**config.mk**
```make
export PLATFORM = sky130hd
export DESIGN_NAME = ternary_neuron_acc
export DESIGN_NICKNAME = d
export VERILOG_FILES = /design/src/rtl/ternary_neuron_acc.sv
export SDC_FILE = /design/constraint.sdc
export NUM_CORES = 1
export LEC_CHECK = 0
export CAP_MARGIN = 20
export CORE_UTILIZATION = 50
export CTS_CLUSTER_DIAMETER = 80
export DETAILED_ROUTE_END_ITERATION = 12
export PLACE_DENSITY = 0.71
export SLEW_MARGIN = 20
export SYNTH_ARGS = -nofsm -noshare
export SYNTH_HDL_FRONTEND = slang
export SYNTH_SLANG_ARGS = --single-unit
```
**constraint.sdc**
```tcl
create_clock -name clk -period 13.7 [get_ports clk]
set_clock_uncertainty 0.05 [all_clocks]
set_input_delay 4.11 -clock clk [delete_from_list [all_inputs] [get_ports clk]]
set_output_delay 4.11 -clock clk [all_outputs]
set_load 0.005 [all_outputs]
```
**src/rtl/ternary_neuron_acc.sv**
```systemverilog
// Purpose: N-input ternary-weight neuron. It accumulates signed synapse sums over FRAME_LEN valid vectors and compares each frame result with a threshold.
// Latency: y, fire and y_valid are registered. They update one cycle after the final x_valid of a frame.
// Backpressure: none. y_valid pulses for one cycle, and y/fire hold their values until the next frame end.
//
// Ports:
//   clk, rst_n       clock; asynchronous active-low reset
//   w_shift, w_bit   serial weight load; each synapse uses 2 bits, shifted in at w[0]
//   clear            synchronous frame abort; zeroes the accumulator and frame counter
//   x_valid, x       binary input vector (N_INPUTS bits)
//   threshold        signed fire threshold, sampled at frame end
//   y_valid, y, fire frame result pulse, signed result, and (y >= threshold)
//   weights_ok       high once 2*N_INPUTS shifts have occurred since reset
//
// Build option: define SATURATE_EN to clamp every accumulate step to the signed ACC_W range.
// Without it, the accumulator wraps in two's complement.
module ternary_neuron_acc #(
  parameter int N_INPUTS  = 8,
  parameter int FRAME_LEN = 4,
  parameter int ACC_W     = 10
) (
  input  logic                clk,
  input  logic                rst_n,
  input  logic                w_shift,
  input  logic                w_bit,
  input  logic                clear,
  input  logic                x_valid,
  input  logic [N_INPUTS-1:0] x,
  input  logic [ACC_W-1:0]    threshold,
  output logic                y_valid,
  output logic [ACC_W-1:0]    y,
  output logic                fire,
  output logic                weights_ok
);

  localparam int W_BITS = 2 * N_INPUTS;
  localparam int PS_W   = $clog2(N_INPUTS + 1) + 1;
  localparam int CNT_W  = (FRAME_LEN > 1) ? $clog2(FRAME_LEN) : 1;
  localparam int SC_W   = $clog2(W_BITS + 1);

  localparam logic [CNT_W-1:0] CNT_LAST = CNT_W'(FRAME_LEN - 1);
  localparam logic [SC_W-1:0]  SC_FULL  = SC_W'(W_BITS);

  logic [W_BITS-1:0]      w;
  logic [SC_W-1:0]        shift_cnt;
  logic [CNT_W-1:0]       cnt;
  logic [ACC_W-1:0]       acc;
  logic signed [PS_W-1:0] psum;
  logic [ACC_W-1:0]       acc_next;

  // Weight shift register. After reset all bits are ones, so every synapse is a zero weight.
  always_ff @(posedge clk or negedge rst_n) begin
    if (!rst_n) begin
      w <= '1;
    end else if (w_shift) begin
      w <= {w[W_BITS-2:0], w_bit};
    end
  end

  // Saturating shift counter. Only reset clears it; a frame clear does not.
  always_ff @(posedge clk or negedge rst_n) begin
    if (!rst_n) begin
      shift_cnt <= '0;
    end else if (w_shift && (shift_cnt != SC_FULL)) begin
      shift_cnt <= shift_cnt + SC_W'(1);
    end
  end

  assign weights_ok = (shift_cnt == SC_FULL);

  // Per-cycle partial sum. For synapse i, zero = w[2i] and sign = w[2i+1].
  // This logic reads the pre-shift weights. A concurrent w_shift therefore takes effect on the next cycle.
  always_comb begin
    psum = '0;
    for (int i = 0; i < N_INPUTS; i++) begin
      if (x[i] && !w[2*i]) begin
        if (w[2*i+1]) begin
          psum = psum - PS_W'(1);
        end else begin
          psum = psum + PS_W'(1);
        end
      end
    end
  end

`ifdef SATURATE_EN
  // The sum uses one guard bit. Overflow shows up as a mismatch between the top two bits.
  // On overflow, the result clamps toward the sign of the true sum.
  logic signed [ACC_W:0] sum_full;

  assign sum_full = $signed({acc[ACC_W-1], acc}) + (ACC_W+1)'(psum);

  always_comb begin
    acc_next = sum_full[ACC_W-1:0];
    if (sum_full[ACC_W] != sum_full[ACC_W-1]) begin
      acc_next = {sum_full[ACC_W], {(ACC_W-1){~sum_full[ACC_W]}}};
    end
  end
`else
  logic signed [ACC_W-1:0] sum_wrap;

  assign sum_wrap = $signed(acc) + ACC_W'(psum);
  assign acc_next = sum_wrap;
`endif

  // Frame accumulation and result registers.
  // Priority within a cycle: clear first, then x_valid.
  always_ff @(posedge clk or negedge rst_n) begin
    if (!rst_n) begin
      acc     <= '0;
      cnt     <= '0;
      y       <= '0;
      fire    <= 1'b0;
      y_valid <= 1'b0;
    end else begin
      y_valid <= 1'b0;
      if (clear) begin
        acc <= '0;
        cnt <= '0;
      end else if (x_valid) begin
        if (cnt == CNT_LAST) begin
          y       <= acc_next;
          fire    <= ($signed(acc_next) >= $signed(threshold));
          y_valid <= 1'b1;
          acc     <= '0;
          cnt     <= '0;
        end else begin
          acc <= acc_next;
          cnt <= cnt + CNT_W'(1);
        end
      end
    end
  end

endmodule

```
Word-level counts from Yosys, hierarchy flattened
Index checks and enable logic that the tools add are counted.
{"block": "op_classes", "add_sub_neg": 17, "order_cmp": 1, "n_eq_ne": 3, "mux": 25, "bitwise": 1, "reduce_logical": 19}
{"op": "2-to-1 mux 5 bit", "count": 16}
{"op": "adder 5 x 2 -> 5 bit, second input constant", "count": 7}
{"op": "subtractor 5 x 2 -> 5 bit, second input constant", "count": 7}
{"op": "2-to-1 mux 10 bit", "count": 3}
{"op": "adder 10 x 5 -> 10 bit", "count": 1}
{"op": "greater-or-equal comparator 10 bit", "count": 1}
{"op": "logical AND 1 bit", "count": 9}
{"op": "zero test 1 bit", "count": 8}
{"op": "2-to-1 mux 2 bit", "count": 3}
{"op": "adder 5 x 1 -> 5 bit, second input constant", "count": 1}
{"op": "equality test 5 bit, second input constant", "count": 1}
{"op": "inequality test 5 bit, second input constant", "count": 1}
{"op": "2-to-1 mux 1 bit", "count": 3}
{"op": "AND reduction 3 bit", "count": 1}
{"op": "adder 2 x 1 -> 2 bit, second input constant", "count": 1}
{"op": "equality test 2 bit, second input constant", "count": 1}
{"op": "nonzero test 2 bit", "count": 1}
{"op": "inverter 1 bit", "count": 1}
{"block": "totals", "regBits": 45, "in_bits": 24, "output_inout_bits": 13, "wordCells": 73}

Depth between registers and ports, before layout
{"block": "depth", "word_depth": 28, "depth_mapped": 45}

Least setup slack after synthesis
Ideal clock, no wire load.
{"block": "synth_timing", "path_type": "input -> register", "startpoint": "in x[0]", "endpoint": "reg fire", "setup_time_ns": 0.065, "arrival_time_ns": 13.385, "required_ns": 13.585, "setup_slack_ns": 0.199, "cell_stages": 44, "path_buffers": 1, "cell_sequence": "nor2b_1 buf_6 inv_1 fa_1 mux2i_1 inv_1 fa_1 fa_1 nand2_1 o21a_1 ha_1 a21oi_1 o21ai_0 xor2_1 mux2_2 ha_1 nand2b_1 a2111oi_0 (+8 left out) a221oi_2 ha_1 o21a_1 o21a_1 or3_1 xnor3_2 xnor2_1 ha_1 a21oi_1 o21a_1 a21oi_1 a31oi_1 xnor3_1 xnor2_1 ha_1 nand4_1 o31ai_1 o22a_1"}
{"block": "synth_via", "elab_chain_cells": 25, "elab_cells_between_ends": 32, "classes_between": "add/sub (15); order compare (1); mux (15); reduce/logical (1)"}
{"item": "start: declaration", "line": "27", "source": "input logic [N_INPUTS-1:0] x,"}
{"item": "logical AND 1 bit (*)", "line": "75", "source": "if (x[i] && !w[2*i]) begin"}
{"item": "2-to-1 mux 5 bit (*)", "line": "75"}
{"item": "adder 5 x 2 -> 5 bit or subtractor 5 x 2 -> 5 bit (tied branches)", "line": "79, 77"}
{"item": "2-to-1 mux 5 bit", "line": "76", "source": "if (w[2*i+1]) begin"}
{"item": "2-to-1 mux 5 bit (*)", "line": "75"}
{"item": "adder 5 x 2 -> 5 bit or subtractor 5 x 2 -> 5 bit (tied branches)", "line": "79, 77"}
{"item": "2-to-1 mux 5 bit", "line": "76"}
{"item": "2-to-1 mux 5 bit (*)", "line": "75"}
{"item": "(+10 left out)"}
{"item": "2-to-1 mux 5 bit", "line": "76"}
{"item": "2-to-1 mux 5 bit (*)", "line": "75"}
{"item": "adder 5 x 2 -> 5 bit or subtractor 5 x 2 -> 5 bit (tied branches)", "line": "79, 77"}
{"item": "2-to-1 mux 5 bit", "line": "76"}
{"item": "2-to-1 mux 5 bit (*)", "line": "75"}
{"item": "adder 10 x 5 -> 10 bit (*)", "line": "101", "source": "assign sum_wrap = $signed(acc) + ACC_W'(psum);"}
{"item": "net acc_next[9]", "line": "48", "source": "logic [ACC_W-1:0] acc_next;"}
{"item": "greater-or-equal comparator 10 bit (*)", "line": "122", "source": "fire <= ($signed(acc_next) >= $signed(threshold));"}
{"item": "end signal: assignment", "line": "122"}
{"item": "end: declaration", "line": "31", "source": "output logic fire,"}
Mark *: on every way through the listed nets, which the timed path passes. The rest lies on a longest branch.
A chain may end at the register's enable or synchronous reset.

Worst setup path after layout
Same ends and word-level chain as after synthesis.

==> results.py <==
metrics = {
    "sta": {
        "finalCriticalPeriod_ps": 13220,
        "slew_violations": 0,
        "whs_ps": 431,
        "setup_viol": 0,
        "worstMarginPinSlew_ps": 1010,
        "relSlewSlack_pct": 32.6,
        "fmax_ghz": 0.0757,
        "post-route-period-util_pct": 96.5,
        "hold_viol_final": 0,
    },
    "layout": {
        "fill_cells": 614,
        "fin_cells": 577,
        "nets": 552,
        "final_area_mm2": 0.00479,
        "num_antenna_cells": 0,
        "fin_util_pct": 65.0,
        "drive_gt1_share_pct": 20.9,
        "ff_latch_area_mm2": 0.00115,
        "syn_to_final_growth_pct": 24.1,
        "multi_input_area_mm2": 0.00266,
    },
    "setup_path": {
        "critPathSlowestCell": "fa_1",
        "critPathRequiredTime_ps": 13900,
        "cp_slowest_stage_delay_ps": 500,
        "arrival_ps": 13420,
        "regToRegStartpoint": "w[0]",
        "reg2reg_to": "fire",
        "cpMostUsedCell": "o21a_1",
        "critPathLaunchType": "input pin",
        "worst-path-max-fanout": 4,
        "crit_family": "adder cells",
        "crit_buf_inv": 3,
        "critPathKind": "input pin to flip-flop",
        "crit_path_end_kind": "flip-flop",
        "cp-startpoint": "x[0]",
        "reg2reg_depth": 42,
        "rrSetupSlack_ps": 4240,
    },
    "clock_tree": {
        "cts_tree": "built",
        "ctsHoldBuffers": 0,
        "cts_sinks": 45,
        "insertion_delay_ps": 310,
        "htree_num_levels": 2,
        "cts_buffer_depth": 2,
        "cts_root_buffer": "clkbuf_8",
        "numCtsBuffers": 5,
        "clk_pin_slew_ps": 100,
    },
    "global_route": {
        "antenna_found_initial": 0,
        "grt_pass1_vias": 3080,
        "grt_max_degree": 46,
        "overflow": 0,
        "grt.total_usage_pct": 20.5,
        "grt_pass1_wl_um": 13800,
    },
    "synthesis": {
        "synth_warnings": 0,
        "syn_inst": 414,
        "ys_types": 53,
        "syn_area_mm2": 0.00386,
        "synthFlopType": "dfrtp_1",
        "ys_top_cells_by_area": "dfrtp_1 (19%), ha_1 (13%), dfstp_2 (11%)",
        "yosys.area.top_type": "dfrtp_1",
        "synthArstFlopShare_pct": 100,
        "yosysTopAreaCellShare_pct": 18.8,
        "ys_seq_area_share_pct": 29.7,
        "post_synth.cell_area_avg_um2": 9.32,
        "ys_seq_elements": 45,
        "syn-num-nets": 489,
        "synth_enable_flop_cells": 0,
    },
    "placed_design": {
        "gp_congestion": 0.837,
        "placed_cell_area_mm2": 0.00450,
        "port_buffers": 36,
        "dp_hpwl_um": 5940,
        "placedCellCount": 565,
    },
    "floorplanning": {
        "io_pins": 37,
        "core.rowCount": 31,
        "core_mm2": 0.00737,
        "dieArea_mm2": 0.00807,
        "start_util_pct": 52.4,
        "die_y_um": 89.9,
        "chipWidth_um": 89.9,
    },
    "hold_path": {
        "hold_start": "shift_cnt[4]",
        "hold_path_depth": 1,
        "worstHoldEndpoint": "shift_cnt[4]",
        "min-delay-path-class": "flip-flop to flip-flop",
    },
    "drt": {
        "via_count": 3031,
        "via_per_inst": 5.25,
        "drt-initial-drc-count": 76,
        "wl_um": 8170,
        "drc": 0,
        "ant_nets": 0,
        "dr.pass1.iters": 4,
        "post_drt_wl_per_cell_um": 14.2,
    },
    "status": {
        "status": "finished clean",
    },
    "flow_run": {
        "maxCapViolations": 0,
    },
}
==> flip-flops by register name, indices dropped and copies added, names as in the netlist <==
register   flops
w             16
acc           10
y             10
shift_cnt      5
cnt            2
fire           1
y_valid        1
==> routing by layer <==
layer	global-route usage (%)	routed length, µm
met1	27.0	3890
met2	36.5	3980
met3	2.37	193
met4	4.30	111
met5	0	0
==> cells in the final DEF, fill, tap and decap left out, types with 3 or more instances in the layout <==
master / Yosys / routed
xnor2_1: 18 / 15
fa_1: 10 / 9
nor3_1: 4 / 4
nand4_1: 5 / 5
dfstp_2: 16 / 16
nor2b_1: 17 / 16
o21ai_1: 5 / 5
o21a_1: 8 / 8
buf_4: 0 / 33
nor2_1: 29 / 29
clkbuf_8: 0 / 6
a21oi_1: 21 / 19
ha_1: 41 / 35
nand3b_1: 4 / 4
a31oi_1: 5 / 4
mux2i_1: 8 / 8
dfrtp_1: 29 / 29
ha_4: 0 / 6
nand2_1: 44 / 44
xor2_1: 9 / 9
mux2_2: 18 / 17
nand3_1: 4 / 4
clkdlybuf4s50_1: 0 / 35
a21o_1: 5 / 5
xnor2_4: 1 / 3
o21ai_0: 14 / 13
inv_1: 40 / 40
nand2b_1: 13 / 13
==> synthesized netlist by cell type (2+ instances only) <==
cell	number
nand2_1	44
ha_1	41
inv_1	40
dfrtp_1	29
nor2_1	29
a21oi_1	21
mux2_2	18
xnor2_1	18
nor2b_1	17
dfstp_2	16
o21ai_0	14
nand2b_1	13
fa_1	10
xor2_1	9
clkbuf_1	8
mux2i_1	8
o21a_1	8
a21o_1	5
a31oi_1	5
nand4_1	5
o21ai_1	5
nand3_1	4
nand3b_1	4
nor3_1	4
a2111oi_0	2
a211o_1	2
a21boi_0	2
and3_1	2
clkbuf_2	2
nor3b_1	2
nor4bb_1	2
o211ai_1	2
or3_1	2
xnor3_1	2
==> metrics by stage <==
step           setup slack, ps  TNS (ps)
4_1_cts                   48.0         0
3_5_place_dp              -514      -812
6_report                   483         0
2_1_floorplan              199         0
3_3_place_gp              -178      -178
5_1_grt                  -75.7     -75.7
==> worst max-delay path by stage <==
stage,slack (ps),end,cells after the start
2_1_floorplan,200,fire,44
3_3_place_gp,-180,fire,44
3_5_place_dp,-510,fire,44
4_1_cts,50,fire,44
5_1_grt,-80,fire,47
6_report,480,fire,44
==> cells by family after synthesis <==
kind of cell / after synthesis / synth area share (%)
AND/OR/NAND/NOR: 131 / 16.8
AO/OA/AOI/OAI: 75 / 12.5
multiplexers: 26 / 7.33
buffers and inverters: 53 / 5.45
flip-flops: 45 / 29.7
adder cells (fa/ha/maj): 51 / 18.5
XOR/XNOR: 33 / 9.69
==> cell type report <==
type	instances	area share, %
well taps	99	2.59
multi-input cells	316	55.6
clock buffers	6	1.72
inverters	40	3.13
clock inverters	2	0.340
flip-flops and latches	45	23.9
repair buffers	69	12.7
==> worst reg2reg max path: cells and delay by family (launching register included) <==
kind,cells,cell delay (ps)
fa+ha+maj,10,3250
compound gates,15,2550
xor+xnor,7,1400
simple gates,7,1030
flops,1,580
mux,2,460
buf+inv,1,90
==> what timing repair did <==
| action | CTS | global route |
|---|---|---|
| setup endpoints to repair | 1 | 4 |
| gates resized for setup | 4 | 19 |
| setup buffers | 0 | 4 |
| pin swaps | 1 | 14 |
| cloned | 0 | 0 |
Power is not shown: default switching activity piles up to over one toggle a cycle in this logic, so the estimate is an artifact.
